File: config.mk
export PLATFORM = sky130hd
export DESIGN_NAME = ula_wb_stage
export DESIGN_NICKNAME = d
export VERILOG_FILES = /design/src/rtl/ula_wb_stage.sv
export SDC_FILE = /design/constraint.sdc
export NUM_CORES = 1
export LEC_CHECK = 0
export BUFFER_PORTS_ARGS = -buffer_cell sky130_fd_sc_hd__buf_2
export CAP_MARGIN = 25
export CORE_MARGIN = 2
export CORE_UTILIZATION = 30
export DETAILED_ROUTE_END_ITERATION = 10
export HOLD_SLACK_MARGIN = 0.03
export PLACE_DENSITY_LB_ADDON = 0.3
export SLEW_MARGIN = 20
export SYNTH_ARGS = -nofsm -noshare
export SYNTH_HDL_FRONTEND = slang
export SYNTH_SLANG_ARGS = --single-unit
export TNS_END_PERCENT = 10
File: constraint.sdc
create_clock -name clk -period 3.3 [get_ports clk]
set_input_delay 0.495 -clock clk [delete_from_list [all_inputs] [get_ports clk]]
set_output_delay 0.495 -clock clk [all_outputs]
set_load 0.005 [all_outputs]
File: src/rtl/ula_wb_stage.sv
// Writeback stage behind the ALU: queues results with their N/Z/C/V flags and
// retires them to the register file; holds the architectural flag register.
module ula_wb_stage #(
  parameter int unsigned DATA_W = 32,
  parameter int unsigned RD_W   = 5,
  parameter int unsigned DEPTH  = 2
) (
  input  logic              clk,
  input  logic              rst_n,
  input  logic              in_valid,
  output logic              in_ready,
  input  logic [DATA_W-1:0] in_a,
  input  logic [DATA_W-1:0] in_b,
  input  logic [4:0]        in_opcode,
  input  logic [DATA_W-1:0] in_result,
  input  logic [RD_W-1:0]   in_rd,
  input  logic              in_we,
  input  logic              in_setf,
  output logic              out_valid,
  input  logic              out_ready,
  output logic [DATA_W-1:0] out_result,
  output logic [RD_W-1:0]   out_rd,
  output logic [3:0]        out_flags,
  output logic              rf_we,
  output logic [3:0]        flags
);

  localparam int unsigned PTR_W = (DEPTH > 1) ? $clog2(DEPTH) : 1;
  localparam int unsigned CNT_W = $clog2(DEPTH + 1);
  localparam int unsigned SUM_W = DATA_W + 1;
  localparam int unsigned MSB   = DATA_W - 1;

  typedef struct packed {
    logic [DATA_W-1:0] result;
    logic [RD_W-1:0]   rd;
    logic [3:0]        flags;
    logic              we;
    logic              setf;
  } entry_t;

  entry_t            mem [DEPTH];
  logic [PTR_W-1:0]  wr_ptr, rd_ptr;
  logic [CNT_W-1:0]  count, count_nxt;
  logic              push_c, pop_c;
  entry_t            head_c, wr_entry_c;
  logic [DATA_W-1:0] op2;
  logic              cin, arith, carry, ovf;
  logic [3:0]        flags_c;

  assign push_c = in_valid & in_ready;
  assign pop_c  = out_valid & out_ready;
  assign head_c = mem[rd_ptr];

  // Head fields read zero while the queue is empty.
  assign out_result = out_valid ? head_c.result : '0;
  assign out_rd     = out_valid ? head_c.rd     : '0;
  assign out_flags  = out_valid ? head_c.flags  : '0;
  assign rf_we      = pop_c & head_c.we;

  // Flags from the applied operands; the ALU result itself is trusted as given.
  always_comb begin
    op2   = '0;
    cin   = 1'b0;
    arith = 1'b0;
    carry = 1'b0;
    ovf   = 1'b0;
    unique case (in_opcode)
      5'b00000: begin arith = 1'b1; op2 = in_b;                 end
      5'b00001: begin arith = 1'b1; op2 = in_b;  cin = 1'b1;    end
      5'b00011: begin arith = 1'b1; op2 = '0;    cin = 1'b1;    end
      5'b00101: begin arith = 1'b1; op2 = ~in_b; cin = 1'b1;    end
      5'b00100: begin arith = 1'b1; op2 = ~in_b;                end
      5'b00110: begin arith = 1'b1; op2 = '1;                   end
      5'b01000: carry = in_a[MSB];
      5'b01001: carry = in_a[0];
      default:  carry = 1'b0;
    endcase
    if (arith) begin
      carry = 1'((({1'b0, in_a} + {1'b0, op2} + SUM_W'(cin)) >> DATA_W));
      ovf   = (in_a[MSB] == op2[MSB]) && (in_result[MSB] != in_a[MSB]);
    end
    flags_c = {in_result[MSB], (in_result == '0), carry, ovf};
  end

  always_comb begin
    wr_entry_c        = '0;
    wr_entry_c.result = in_result;
    wr_entry_c.rd     = in_rd;
    wr_entry_c.flags  = flags_c;
    wr_entry_c.we     = in_we;
    wr_entry_c.setf   = in_setf;
  end

  always_comb begin
    count_nxt = count;
    if (push_c && !pop_c) count_nxt = count + CNT_W'(1);
    else if (!push_c && pop_c) count_nxt = count - CNT_W'(1);
  end

  // Entry storage carries no reset; validity is tracked by count.
  always_ff @(posedge clk) begin
    if (push_c) mem[wr_ptr] <= wr_entry_c;
  end

  always_ff @(posedge clk or negedge rst_n) begin
    if (!rst_n) begin
      wr_ptr    <= '0;
      rd_ptr    <= '0;
      count     <= '0;
      in_ready  <= 1'b1;
      out_valid <= 1'b0;
      flags     <= 4'b0000;
    end else begin
      if (push_c) wr_ptr <= wr_ptr + PTR_W'(1);
      if (pop_c) begin
        rd_ptr <= rd_ptr + PTR_W'(1);
        if (head_c.setf) flags <= head_c.flags;
      end
      count     <= count_nxt;
      in_ready  <= (count_nxt != CNT_W'(DEPTH));
      out_valid <= (count_nxt != '0);
    end
  end

endmodule

Yosys cells after proc, flatten, opt, wreduce, memory -nomap -nowiden
Memories as Yosys holds them, arrays and structs flattened.
Index checks and enable logic that the tools add are counted.
Widths: inputs -> output; s select.
{"block": "word_totals", "mem_count": 1, "ram_bits": 86, "inputBits": 112, "regBits": 10}
{"block": "classes", "reduce_logical": 13, "n_addsub": 6, "n_mux": 13, "eq_ne": 10, "n_bitwise": 4}
{"name": "mem", "depth": 2, "width": 43, "read_ports": 1, "rd_clocked_by_memory_dff": 0, "write_ports": 1, "line": "41", "source": "entry_t mem [DEPTH];"}
{"op": "$pmux 32 s3", "n": 1}
{"op": "$add 32x32->33", "n": 1}
{"op": "$add 33x1->33", "n": 1}
{"op": "$logic_not 32->1", "n": 1}
{"op": "$mux 32", "n": 1}
{"op": "$not 32->32", "n": 1}
{"op": "$eq 5x3->1 const B", "n": 3}
{"op": "$eq 5x4->1 const B", "n": 2}
{"op": "$mux 1", "n": 6}
{"op": "$reduce_or 6->1", "n": 1}
{"op": "$eq 5x1->1 const B", "n": 1}
{"op": "$eq 5x2->1 const B", "n": 1}
{"op": "$logic_not 5->1", "n": 1}
{"op": "$mux 5", "n": 1}
{"op": "$mux 2", "n": 2}
{"op": "$mux 4", "n": 1}
{"op": "$reduce_or 2->1", "n": 2}
{"op": "$and 1x1->1", "n": 3}
{"op": "$logic_and 1x1->1", "n": 3}
{"op": "$reduce_or 3->1", "n": 1}
{"op": "$add 1x1->1 const B", "n": 2}
{"op": "$add 2x1->2 const B", "n": 1}
{"op": "$logic_not 1->1", "n": 2}
{"op": "$ne 2x2->1 const B", "n": 1}
{"op": "other kinds (6)", "n": 6}

Depth between registers and ports, before layout
{"block": "logic_depth", "word_depth": 6, "ltp_mapped": 11}

Worst setup path after synthesis
OpenSTA, ideal clock, no wires.
{"block": "synth_path", "kind": "register -> register", "startpoint": "reg in_ready", "endpoint": "mem mem[0][0] in the netlist's numbering, enable pin", "path_slack_ps": 420, "path_stages_with_launch": 3, "n_path_buf": 0, "arrival_ps": 2439, "synth_period_minus_slack_ps": 2880, "required_time_ps": 2859, "path_cell_list": "dfstp_2 > nand2_1 > nor2_1"}
{"block": "synth_via", "elab_chain_cells": 3}
{"element": "start: declaration", "line": "11", "source": "output logic in_ready,"}
{"element": "start signal: assignment", "line": "120", "source": "in_ready <= (count_nxt != CNT_W'(DEPTH));"}
{"element": "$and 1x1->1", "line": "50", "source": "assign push_c = in_valid & in_ready;"}
{"element": "$mux 1", "line": "102", "source": "if (push_c) mem[wr_ptr] <= wr_entry_c;"}
{"element": "$mux 1 (not written as such)", "line": "102"}
{"element": "end: declaration", "line": "41"}
Every way passes these cells.

Worst setup path in the final report
{"block": "layout_path", "startpoint": "in in_opcode[2]", "endpoint": "mem mem[0][3] in the netlist's numbering, data pin"}
{"block": "layout_via", "elab_chain_cells": 6, "elab_cells_between_ends": 19, "classes_between": "2 x add/sub; 7 x eq/ne; 5 x mux; 5 x reduce/logical"}
{"element": "start: declaration", "line": "14", "source": "input logic [4:0] in_opcode,"}
{"element": "$eq 5x3->1 (tied with other cells)", "line": "67", "source": "unique case (in_opcode)"}
{"element": "$reduce_or 2->1 (no source line)"}
{"element": "$pmux 32 s3", "line": "67"}
{"element": "$add 32x32->33", "line": "79", "source": "carry = 1'((({1'b0, in_a} + {1'b0, op2} + SUM_W'(cin)) >> DATA_W));"}
{"element": "$add 33x1->33", "line": "79"}
{"element": "$mux 1 (*)", "line": "78", "source": "if (arith) begin"}
{"element": "net carry", "line": "47", "source": "logic cin, arith, carry, ovf;"}
The timed path passes the listed nets; every way through them passes the cells marked *.

==> impl_results.md <==
* Status: completed
* Hold_sp: in_rd[0]
* Storage element area at 2775 um2
* Most frequent cells in the layout: buf_2 (159), edfxtp_1 (84), mux2i_1 (42)
* Total power density per cell area at 648.9 nW/um2
* Commonest non-fill, non-tap cell in the layout: buf_2
* Netlist cell types at 44
* Worst-margin pin slew at between 0.6 and 0.7 ns
* CTS tree: done
* Via/cell ratio at 4.734
* Reg-to-Reg End: out_valid
* Filler cells at 1583
* Critical Path AT at between 2 and 3 ns
* Final wirelength at around 12000 um
* Total gr overflow at 0
* Core Area at 16520 um2
* Chip Width at 133.9 um
* Syn Inst Count at between 300 and 400
* Slowest CP cell: or4_1
* Hold EP: mem[0][6]
* Post-DP HPWL at 9272 um
* Buffers and inverters on the worst path at 2
* Final min period at between 2 and 3 ns
* Die ar. at between 15000 and 20000 um2
* Max clock buf depth at 2
* Critical path origin: in_opcode[2]
* Number of buffers created by CTS at 9
* Top FF cell, synth: edfxtp_1
* Ant. Diodes at 0
* Slew Viols, Final at 0
* Final Non-Filler Cells at a little under 800
* Post-synthesis sequential area ratio at 54.82%
* Share of cells above drive strength 1 at 40.33%
* Post-cts sizing count at 0
* Hold_ws at 0.3443 ns
* Clock sink count at 94
* Reg clk slew, reported paths at about 0.070 ns
* Via count at about 3700
* WL per Instance at between 15 and 20 um
* Worst path max stage delay at 0.42 ns
* First-pass GRT wire length at slightly below 20000 um
* Crit Path Category: in2reg
* Tot Pwr at 4.179 mW
* Final setup violation count at 0
* Seq cells post-synth at 94
* Kind of cell adding the most delay to the critical path: compound AO/OA/AOI/OAI gates
* I/O Buffers at ~160
* Die Y at 133.9 um
* Asr flop ratio synth at a little over a tenth
* Vias in the first global route at 3859
* Initial drt markers at around 150
* GRT Resource Usage Total at 13.87%
* Drt drc at 0
* Worst path required time at 3.36 ns
* Setup TNS at 0 ns
* CTS root buffer: clkbuf_16
* RSZ-0062 raised after global routing: false
* Critical Path Source Type: input pin
* H-tree levels at 3
* Netlist Area Pre-Place at 5060 um2
* Slew Limit Headroom at 58.84%
* Hold crit path type: in2reg
* Initial antenna violation count at 0
* Finished Core Util at 38.97%
* Clk_lat worst skew at 0.33 ns
* Ys Warns at 0
* Starting Density at 30.62%
* Rows at between 40 and 50
* Multi-input logic area at between 2000 and 2500 um2
* Area grow syn2layout at 27.28%
* Peak supply drop at around 0.28 mV
* R2r startpoint: out_valid
* Final period utilization at between 80% and 90%
* CP cell instances: buf_2, nand2_1, or4_1, buf_4, o211ai_2, ha_1, a21o_1, a221oi_1, o211ai_1, o21ai_0, nand3_1
* Max_cap viols at 0
* NumNets Final at a little under 700
* Ports at 160
* Worst R2R Path Depth at 5
* Critical-path maximum fanout at 22
* WHS Path Cells at 1
* Final Wtd Congestion at ~0.76
* Avg Cell Area, Syn at about 13 um2
* Post-DRT Antenna Nets at 0
* Clock Skew at 0.004862 ns
* Largest net degree at the start of global routing at 38
* Placed Cells at approximately 760
* Final hold vios at 0
* Post-synth EDFFs at 84
* Static Leak at around 2.8 nW
* Post-synth net total at 530
* Max Clock Freq at ~370 MHz
* Critical path capture point type: register
* Worst R2R Setup Slack at 1.42 ns
* Drt first pass iters at 4
==> power by group <==
group	switching (mW)	internal, mW
Sequential	0.161	1.62
Clock	0.438	0.593
Combinational	0.709	0.660
Total	1.31	2.87
==> synthesized netlist by cell type (2+ instances only) <==
library cell	instances	share of area [%]
edfxtp_1	84	50
mux2i_1	42	8.3
nor2b_1	40	4.9
nand2_1	37	2.7
ha_1	32	7.9
o211ai_2	30	7.4
a21oi_1	11	1.1
nand4_1	11	1.4
nor2_1	10	0.74
buf_2	9	0.89
dfrtp_1	9	4.5
nor4_1	8	0.99
clkbuf_1	7	0.52
nand3_1	6	0.59
xnor2_1	6	1.0
a21o_1	4	0.59
o211ai_1	4	0.59
buf_6	3	0.67
o21ai_0	3	0.30
a211oi_1	2	0.30
a21boi_0	2	0.30
a221oi_1	2	0.35
and3_1	2	0.25
inv_1	2	0.15
==> cell type report <==
type                       instances  area share, %
sequential                        94          43.09
timing repair buffer             171          13.99
clock inverter                     6          1.069
tap                              220          4.274
inverter                           2         0.1166
clock buffer                      10          3.555
multi-input combinational        270          33.90
==> cells by family after synthesis <==
group | share of synthesized area, %
buffers and inverters | 2.374
and+or+nand+nor | 13.23
muxes | 8.531
DFF | 54.82
adders and majority gates | 7.913
xor gates and xnor gates | 1.212
AOI/OAI and AO/OA | 11.92
==> worst register-to-register path, cell delays in order (launching register included) <==
cell	delay (ns)
dfrtp_1	0.73
nand2_1	0.32
nand4_1	0.16
o21ai_0	0.10
xor2_1	0.17
or2_2	0.28
==> timing repair <==
action	in CTS	in global routing
setup buffers	0	0
endpoints found under the setup margin	0	0
hold buffers	1	0
hold endpoints to repair	9	0
==> metal layers <==
| metal | GRT usage (%) | part of all wire [%] |
|---|---|---|
| met1 | 17.08 | 45 |
| met2 | 24.07 | 47 |
| met3 | 3.893 | 7.0 |
| met4 | 3.369 | 0.85 |
| met5 | 0 | 0 |
==> state kept, by name (all words and copies together), names as in the netlist <==
register	count
rd_ptr	1
count	2
mem	84
out_valid	1
in_ready	1
flags	4
wr_ptr	1
==> metrics by stage <==
stage          setup slack [ns]  area [um2]
2_1_floorplan            0.4195        5060
3_3_place_gp             0.3342        6132
3_5_place_dp             0.2910        6132
4_1_cts                  0.6497        6440
5_1_grt                  0.4481        6440
6_report                 0.6293        6440
==> worst max path at each step <==
stage	endpoint	slack [ns]	cells after the start
6_report	mem[0][3]	0.63	11
3_3_place_gp	mem[0][3]	0.33	10
4_1_cts	mem[0][3]	0.65	11
5_1_grt	mem[0][3]	0.45	11
2_1_floorplan	mem[0][0]	0.42	2
3_5_place_dp	mem[0][3]	0.29	11
(Power assumes the default switching activity.)
